File: config.mk
export PLATFORM = sky130hd
export DESIGN_NAME = branch_predict_unit
export DESIGN_NICKNAME = d
export VERILOG_FILES = /design/src/rtl/branch_predict_unit.sv
export SDC_FILE = /design/constraint.sdc
export NUM_CORES = 2
export LEC_CHECK = 0
export CAP_MARGIN = 10
export CORE_MARGIN = 8
export CORE_UTILIZATION = 54
export DETAILED_ROUTE_END_ITERATION = 12
export MAX_ROUTING_LAYER = met4
export PLACE_DENSITY = 0.76
export SYNTH_ARGS = -nofsm -noshare
export SYNTH_HDL_FRONTEND = slang
export SYNTH_SLANG_ARGS = --single-unit
File: constraint.sdc
create_clock -name i_clk -period 4.4 [get_ports i_clk]
set_input_delay 0.66 -clock i_clk [delete_from_list [all_inputs] [get_ports i_clk]]
set_output_delay 0.66 -clock i_clk [all_outputs]
set_load 0.02 [all_outputs]
File: src/rtl/branch_predict_unit.sv
// Branch prediction unit: direct-mapped BTB with saturating direction counters,
// same-cycle fetch prediction and a registered redirect on misprediction.
module branch_predict_unit #(
  parameter int unsigned XLEN     = 32,
  parameter int unsigned ENTRIES  = 16,
  parameter int unsigned CNT_BITS = 2
) (
  input  logic            i_clk,
  input  logic            i_rst,
  input  logic            i_flush_tbl,
  input  logic [XLEN-1:0] i_fetch_pc,
  output logic            o_pred_taken,
  output logic [XLEN-1:0] o_pred_pc,
  input  logic            i_upd_valid,
  input  logic [XLEN-1:0] i_upd_pc,
  input  logic            i_upd_uncond,
  input  logic            i_upd_taken,
  input  logic [XLEN-1:0] i_upd_target,
  input  logic [XLEN-1:0] i_upd_pred_pc,
  output logic            o_redirect,
  output logic [XLEN-1:0] o_redirect_pc,
  output logic [31:0]     o_mispred_cnt,
  output logic [31:0]     o_update_cnt
);

  localparam int unsigned IW = $clog2(ENTRIES);
  localparam int unsigned TW = XLEN - IW - 2;
  localparam logic [CNT_BITS-1:0] CNT_MAX = {CNT_BITS{1'b1}};
  localparam logic [CNT_BITS-1:0] CNT_WT  = CNT_BITS'(2 ** (CNT_BITS - 1));
  localparam logic [CNT_BITS-1:0] CNT_WNT = CNT_BITS'(2 ** (CNT_BITS - 1) - 1);

  if ((ENTRIES < 2) || (ENTRIES > 256) || ((ENTRIES & (ENTRIES - 1)) != 0)) begin : g_bad_entries
    $error("branch_predict_unit: ENTRIES must be a power of two in 2..256");
  end
  if ((CNT_BITS < 1) || (CNT_BITS > 3)) begin : g_bad_cnt
    $error("branch_predict_unit: CNT_BITS must be 1..3");
  end

  function automatic logic [CNT_BITS-1:0] sat_inc(input logic [CNT_BITS-1:0] c);
    return (c == CNT_MAX) ? c : c + CNT_BITS'(1);
  endfunction

  function automatic logic [CNT_BITS-1:0] sat_dec(input logic [CNT_BITS-1:0] c);
    return (c == {CNT_BITS{1'b0}}) ? c : c - CNT_BITS'(1);
  endfunction

  logic            valid_q  [ENTRIES];
  logic [TW-1:0]   tag_q    [ENTRIES];
  logic [XLEN-1:0] target_q [ENTRIES];
  logic [CNT_BITS-1:0] cnt_q [ENTRIES];

  logic            redirect_q, redirect_d;
  logic [XLEN-1:0] redirect_pc_q, redirect_pc_d;
  logic [31:0]     mispred_cnt_q, mispred_cnt_d;
  logic [31:0]     update_cnt_q, update_cnt_d;

  logic [IW-1:0]       f_idx;
  logic [TW-1:0]       f_tag;
  logic                f_hit;
  logic [IW-1:0]       u_idx;
  logic [TW-1:0]       u_tag;
  logic                u_hit;
  logic [XLEN-1:0]     rnpc;
  logic                wr_en;
  logic [CNT_BITS-1:0] cnt_new;

  logic unused_pc_lsbs;
  assign unused_pc_lsbs = ^{i_fetch_pc[1:0], i_upd_pc[1:0]};

  // Fetch-side lookup reads only registered table state (write-after-read).
  always_comb begin
    f_idx        = i_fetch_pc[IW+1:2];
    f_tag        = i_fetch_pc[XLEN-1:IW+2];
    f_hit        = valid_q[f_idx] && (tag_q[f_idx] == f_tag);
    o_pred_taken = f_hit && cnt_q[f_idx][CNT_BITS-1];
    if (o_pred_taken) begin
      o_pred_pc = target_q[f_idx];
    end else begin
      o_pred_pc = i_fetch_pc + XLEN'(4);
    end
  end

  // Execute-side update: table write decision, new counter, redirect and statistics.
  always_comb begin
    u_idx   = i_upd_pc[IW+1:2];
    u_tag   = i_upd_pc[XLEN-1:IW+2];
    u_hit   = valid_q[u_idx] && (tag_q[u_idx] == u_tag);
    rnpc    = i_upd_taken ? i_upd_target : (i_upd_pc + XLEN'(4));
    wr_en   = i_upd_valid && !i_flush_tbl && (u_hit || i_upd_taken);
    cnt_new = cnt_q[u_idx];
    if (u_hit) begin
      if (i_upd_uncond) begin
        cnt_new = CNT_MAX;
      end else if (i_upd_taken) begin
        cnt_new = sat_inc(cnt_q[u_idx]);
      end else begin
        cnt_new = sat_dec(cnt_q[u_idx]);
      end
    end else begin
      cnt_new = i_upd_uncond ? CNT_MAX : CNT_WT;
    end

    redirect_d    = 1'b0;
    redirect_pc_d = redirect_pc_q;
    mispred_cnt_d = mispred_cnt_q;
    update_cnt_d  = update_cnt_q;
    if (i_upd_valid) begin
      redirect_d    = (rnpc != i_upd_pred_pc);
      redirect_pc_d = rnpc;
      update_cnt_d  = update_cnt_q + 32'd1;
      if (rnpc != i_upd_pred_pc) begin
        mispred_cnt_d = mispred_cnt_q + 32'd1;
      end else begin
        mispred_cnt_d = mispred_cnt_q;
      end
    end else begin
      redirect_d = 1'b0;
    end
  end

  // BTB storage; flush beats a concurrent allocate, reset beats everything.
  always_ff @(posedge i_clk) begin
    if (i_rst) begin
      for (int unsigned i = 0; i < ENTRIES; i++) begin
        valid_q[i] <= 1'b0;
        cnt_q[i]   <= CNT_WNT;
      end
    end else if (i_flush_tbl) begin
      for (int unsigned i = 0; i < ENTRIES; i++) begin
        valid_q[i] <= 1'b0;
      end
    end else if (wr_en) begin
      valid_q[u_idx] <= 1'b1;
      tag_q[u_idx]   <= u_tag;
      cnt_q[u_idx]   <= cnt_new;
      if (i_upd_taken) begin
        target_q[u_idx] <= i_upd_target;
      end
    end
  end

  // Redirect pulse and statistics registers.
  always_ff @(posedge i_clk) begin
    if (i_rst) begin
      redirect_q    <= 1'b0;
      redirect_pc_q <= '0;
      mispred_cnt_q <= 32'd0;
      update_cnt_q  <= 32'd0;
    end else begin
      redirect_q    <= redirect_d;
      redirect_pc_q <= redirect_pc_d;
      mispred_cnt_q <= mispred_cnt_d;
      update_cnt_q  <= update_cnt_d;
    end
  end

  assign o_redirect    = redirect_q;
  assign o_redirect_pc = redirect_pc_q;
  assign o_mispred_cnt = mispred_cnt_q;
  assign o_update_cnt  = update_cnt_q;

endmodule

==> out/results.tsv <==
stage	metric	value	unit
synthesis	synth_flop_cell	edfxtp_1	
clock_tree	tritoncts	done	
global_route	grt_antenna_before_repair	11	
sta	layout_setup_ws	-0.269	ns
routing	routed.top_layer	met4	
synthesis	ys_types	79	
sta	worst-slew-pin-transition	0.939	ns
synthesis	synth_edf_count	960	
sta	fmax	214	MHz
floorplan	fp.dieH	317	um
place	gp_congestion	0.993	
setup_path	reg2regPathDepth	12	
synthesis	synthTopCellsByArea	edfxtp_1, mux4_2, dfxtp_1	
setup_path	critPathMaxFanout	7	
worst_hold_path	hp-start	i_rst	
synthesis	synth_most_common_cell	edfxtp_1	
floorplan	start_util	54.4	%
worst_hold_path	hold_class	primary input to flip-flop	
pwr	power_density	376	nW/um2
setup_path	crit_type	flip-flop to output port	
routing	finalWirelength	163000	um
place	io_buffers	263	
clock_tree	ctsLongestPathBuffers	3	
floorplan	ioPinCount	264	
synthesis	syn_inst	2926	
pwr	swShare	23.6	%
layout	multi_input_area	17500	um2
pwr	ir_drop	0.000362	V
status	violations	setup timing	
job	maxCapViolations	0	
synthesis	syn_nets	3067	
global_route	grt_pass1_vias	32500	
synthesis	synthArstFlopShare	0	%
clock_tree	clk_pin_slew	0.07	ns
pwr	switchingPower	5340	uW
setup_path	cp-end-kind	output port	
synthesis	ys_warn_count	0	
sta	period_needed	4.67	ns
layout	area_delta_synth_final	23.1	%
routing	routedWlPerCell	34.3	um
floorplan	die_area	101000	um2
setup_path	crit_path_start_kind	flip-flop	
synthesis	syn_area	49000	um2
setup_path	max_stage_delay	0.55	ns
place	dp_slack	-0.631	ns
routing	wl_met2	77300	um
sta	clock_skew	0.0459	ns
setup_path	r2r-start	tag_q[15][11]	
clock_tree	clock_sinks	1073	
routing	vias_per_cell	6.82	
setup_path	startpoint	tag_q[15][4]	
pwr	clock_power_share	40.6	%
synthesis	yosysTopAreaCellShare	58.8	%
setup_path	arrival	4.01	ns
routing	final_antenna_net_count	0	
global_route	overflow	0	
sta	period_share	106	%
layout	seq_area	31100	um2
layout	fill_cells	5837	
sta	hold_viol_final	0	
global_route	grt_usage	32.8	%
setup_path	critPathRequiredTime	3.74	ns
synthesis	ys_seq_area_share	63.5	%
sta	max_slew_margin	37.3	%
global_route	grt_max_degree	86	
pwr	seqPwrFrac	49.4	%
global_route	grt_first_pass_wirelength	230000	um
worst_hold_path	hold_path_depth	3	
routing	vias	32500	
floorplan	core	90000	um2
pwr	leakage	0.0201	uW
pwr	combPwrFrac	10.0	%
floorplan	fp.dieW	317	um
synthesis	syn_area_per_cell	16.7	um2
routing	firstDrtPassIters	8	
routing	met1_length	58000	um
clock_tree	cts-root-buf	clkbuf_16	
routing	drc	0	
synthesis	synth_top_area_cell	edfxtp_1	
layout	layout.nets	3628	
clock_tree	cts-buffers-inserted	107	
clock_tree	clk_latency	0.72	ns
sta	final-max-slew-violation-count	0	
layout	final_util	67.0	%
setup_path	crit_chain	mux4_2 -> mux4_2 -> xnor2_2 -> buf_4 -> buf_6 -> nand4_1 -> nor4_1 -> buf_4 -> nand3_4 -> buf_12 -> buf_16 -> a21oi_4 -> buf_6	
sta	setup_viol	33	
synthesis	ys_ff_latch	1073	
synthesis	ys_top_cells_by_count	edfxtp_1, mux4_2, nor2_1	
floorplan	rows	110	
place	dpl.hpwl	107000	um
routing	drtIter0Drc	4631	
setup_path	critPathSlowestCell	mux4_2	
routing	routed-wl-met3	20200	um
clock_tree	ctsHtreeMaxLevel	3	
sta	rsz0062_at_grt	true	
layout	drive_gt1_share	31.1	%
pwr	p_int	17300	uW
status	run_status	finished, violations left	
[metal layers]
layer  global-route usage, %  vias to the layer above
met5                       -                        -
met4                    14.3                        0
met3                    7.73                      411
met2                    50.6                     2371
met1                    41.9                    16700
li1                        -                    13000
[cells in the final DEF (no fill, tap or decap), drive strengths merged, types with 52 or more instances in the layout]
cell and n:
a21oi 77, nand3 67, mux4 376, nor2 162, o21ai 52, clkbuf 137
edfxtp 960, clkdlybuf4s50 219, buf 429, nand2 141, dfxtp 113, xor2 66
nand4 54, mux2i 113, xnor2 98
[kinds of logic (layout without fill, tap and decap cells)]
family / count (synthesis) / in the layout / synth area share, %
flip-flops: 1073 / 1073 / 63.5
AND/OR/NAND/NOR: 654 / 654 / 6.98
multiplexers: 518 / 518 / 20.3
AO/OA/AOI/OAI: 287 / 287 / 3.91
buffers and inverters: 219 / 866 / 2.11
XOR/XNOR: 167 / 167 / 3.07
adder cells (fa/ha/maj): 8 / 8 / 0.199
other: 0 / 11 / 0
[repair_timing]
item | in CTS | in global routing
hold buffers | 0 | 0
gates resized for setup | 245 | 38
pin swaps | 22 | 11
setup endpoints to repair | 33 | 33
setup buffers | 5 | 7
gates cloned | 6 | 1
[through the flow]
step	power, uW	setup TNS (ns)	cells	instance area, um2	hold slack (ns)
final	22700	-6.66	4760	60300	0.469
after global routing	23200	-8.60	4757	60300	0.464
after global placement	13500	-37.63	4536	56100	0.457
after CTS	22700	-7.51	4742	60000	0.422
after detailed placement	13600	-42.96	4536	56100	0.467
after floorplan	12500	-52.08	2926	49000	0.443
[registers in the layout (all words and copies together) (netlist names)]
signal / count
cnt_q: 32
o_mispred_cnt: 32
o_redirect: 1
o_redirect_pc: 32
o_update_cnt: 32
tag_q: 416
target_q: 512
valid_q: 16
[power groups by stage]
stage               Sequential, uW  Combinational (uW)  Clock [uW]
floorplan                    11400                1070           0
global placement             11400                2140           0
detailed placement           11400                2180           0
CTS                          11200                2220        9250
global route                 11200                2360        9640
finish                       11200                2270        9210
[critical path: cells and delay by family, from the launching register on]
kind,cells,cell delay (ns)
and+or+nand+nor,3,0.43
AOI/OAI and AO/OA,1,0.19
buffers and inverters,6,0.96
xor gates and xnor gates,1,0.18
muxes,2,1.10
DFF,1,0.44
[worst paths after layout]
kind / end / slack (ns)
worst max-delay path: o_pred_pc[31] / -0.27
worst min-delay path: valid_q[0] / 0.47
worst max register to register: tag_q[14][19] / 0.60
worst min register to register: o_redirect_pc[11] / 0.48
[layout make-up]
type,instances,share of cell area [%]
inverters,22,0.137
multi-input cells,1634,29.0
repair buffers,649,11.0
clock inverters,59,1.10
clock buffers,136,4.71
diodes,11,0.0457
flip-flops and latches,1073,51.6
well taps,1176,2.44
Power figures use the tool's default switching activity.
==> RTL edit (same flow settings) <==
Remove the register `redirect_q`: a continuous assignment takes its place, so the output `o_redirect` follows one clock earlier.
--- a/src/rtl/branch_predict_unit.sv
+++ b/src/rtl/branch_predict_unit.sv
@@ -143,10 +143,8 @@
   always_ff @(posedge i_clk) begin
     if (i_rst) begin
-      redirect_q    <= 1'b0;
       redirect_pc_q <= '0;
       mispred_cnt_q <= 32'd0;
       update_cnt_q  <= 32'd0;
     end else begin
-      redirect_q    <= redirect_d;
       redirect_pc_q <= redirect_pc_d;
       mispred_cnt_q <= mispred_cnt_d;
@@ -154,4 +152,6 @@
     end
   end
+
+  assign redirect_q = redirect_d;
 
   assign o_redirect    = redirect_q;
Check against the original RTL: not equivalent (Yosys sat finds a counterexample within 4 cycles, from zero or initial values and one cycle with i_rst high).
==> RTL edit against the original RTL <==
  * The flow still finishes with violations (negative setup slack)
  * Utilization rose by 0.20 points
  * Power shrank 0.61%
  * Sequential cell count decreased by 1
  * Global-route usage rose by 0.14 points
  * Non-clock buffer count grew 51
  * Maximum frequency grew 5.1%
  * Area after synthesis is 0.69% lower
  * Final area fell by 0.16%
  * Wire length rose by 0.70%
  * Setup slack better by 0.23 ns
  * Clock power down 2.9%
  * Critical endpoint is now o_redirect
  * Largest cell class unchanged
==> RTL edit: results (changes against the original RTL) <==
[synth]
synth-edff-count=960  ; unchanged
synth.avg_cell_area_um2=16.8  ; +0.58%
netlist_top_cells_area=edfxtp_1, mux4_2, dfxtp_1, mux2i_1, xnor2_1
synth_commonest_cells=edfxtp_1, mux4_2, nand2_1, nor2_1, xnor2_1
synth_nets=3030  ; -1.2%
synthDistinctLibCells=73  ; -7.6%
seq_area_frac_synth_pct=63.9  ; +0.40 points

[placement]
place_ws_ns=-0.872  ; -0.241 ns
place_area_mm2=0.0563  ; +0.42%
placed_cells=4561  ; +0.55%
place_congestion=1.02  ; +2.9%
place_hpwl_mm=110  ; +3.0%

[pwr]
leakagePower_nw=20.3  ; +1.1%
swShare_pct=23.6  ; about the same
peakVddDrop_mv=0.389  ; +7.5%

[global_route]
use_met1_pct=41.0  ; -0.87 points
antenna_found_initial=5  ; -6
use_met2_pct=51.8  ; +1.3 points
use_met3_pct=8.57  ; +0.84 points
grt_max_degree=80  ; -7.0%
grt_use_total_pct=32.9  ; +0.14 points
first_global_vias=32500  ; +0.028%

[run_status]
violations=negative setup slack
status=finished, violations left

[sta]
fin_skew_ns=0.0360  ; -0.00982 ns
holdWs_ns=0.390  ; -0.0784 ns
finalSetupTns_ns=-0.0486  ; +6.61 ns
slew-limit-headroom_pct=37.3  ; about the same
setup_viol=2  ; -94%
setup_slack_ns=-0.0407  ; +0.228 ns

[clock_tree]
numCtsBuffers=105  ; -1.9%

[route]
m1WireLength_mm=57.4  ; -1.1%
wl_per_cell_um=34.3  ; +0.15%
wl_met2_mm=78.1  ; +1.1%
dr_wl_met3_mm=20.4  ; +0.91%
wirelength_mm=164  ; +0.70%
vias=32600  ; +0.49%
drt_iter0_markers=4638  ; +0.15%
dr.pass1.iters=6  ; -2

[critical_path]
reg2reg_from=tag_q[7][2]
crit_fanout=3  ; -4
cp-endpoint=o_redirect
cp_slowest_cell=or4_4
cp-startpoint=i_upd_pc[10]
arrival_ns=3.78  ; -0.23 ns
critical-path-max-stage-delay_ns=0.53  ; -0.02 ns
crit_family=simple AND/OR/NAND/NOR gates
r2r_cells=10  ; -2
r2r-end=tag_q[4][20]
r2r_slack_ns=0.38  ; -0.22 ns

[min_path]
holdPathEnd=o_redirect_pc[11]
min_from=i_rst
whs_path_depth=2  ; -1

[layout]
nets=3651  ; +0.63%
top_regs=target_q: 512 flops, tag_q: 416 flops
drive_gt1_share_pct=31.6  ; +0.54 points

==> RTL edit: power groups by stage <==
stage / combinational (W) / clock [W] / sequential, W
6_report: 0.00241 / 0.00894 / 0.0112
5_1_grt: 0.00249 / 0.00936 / 0.0112
4_1_cts: 0.00236 / 0.00898 / 0.0112
3_5_place_dp: 0.00230 / 0 / 0.0114
3_3_place_gp: 0.00226 / 0 / 0.0114
2_1_floorplan: 0.00107 / 0 / 0.0114
==> RTL edit: final cells by class <==
class / instances / area (um2)
Sequential cell: 1072 / 31100
Inverter: 37 / 139
Multi-Input combinational cell: 1594 / 17200
Fill cell: 5789 / 29400
Antenna cell: 13 / 32.5
Clock inverter: 58 / 592
Clock buffer: 136 / 2790
Timing Repair Buffer: 700 / 6940
Tap cell: 1176 / 1470
==> RTL edit: kinds of logic (layout without fill, tap and decap cells) <==
| family | count (synthesis) | in the layout | synth area share, % |
|---|---|---|---|
| buf+inv | 223 | 931 | 1.85 |
| mux | 529 | 529 | 20.8 |
| simple gates | 595 | 595 | 6.11 |
| flops | 1072 | 1072 | 63.9 |
| compound gates | 285 | 285 | 3.91 |
| xor+xnor | 178 | 178 | 3.28 |
| fa+ha+maj | 7 | 7 | 0.180 |
| other cells | 0 | 13 | 0 |
==> RTL edit: worst reg2reg max path: stages, from the launching register on <==
cell and delay (ns):
edfxtp_1 0.41, mux4_2 0.49, mux2_2 0.28, a22oi_1 0.24
xnor2_1 0.21, nor4b_1 0.46, and3_1 0.33, a31oi_2 0.22
or3_1 0.54, nor2_4 0.19, buf_12 0.29
==> RTL edit: repair_timing <==
| action | CTS | global route |
|---|---|---|
| setup buffers | 8 | 5 |
| resized for setup | 131 | 75 |
| gates cloned | 4 | 1 |
| pin swaps | 13 | 20 |
| endpoints found under the setup margin | 34 | 34 |
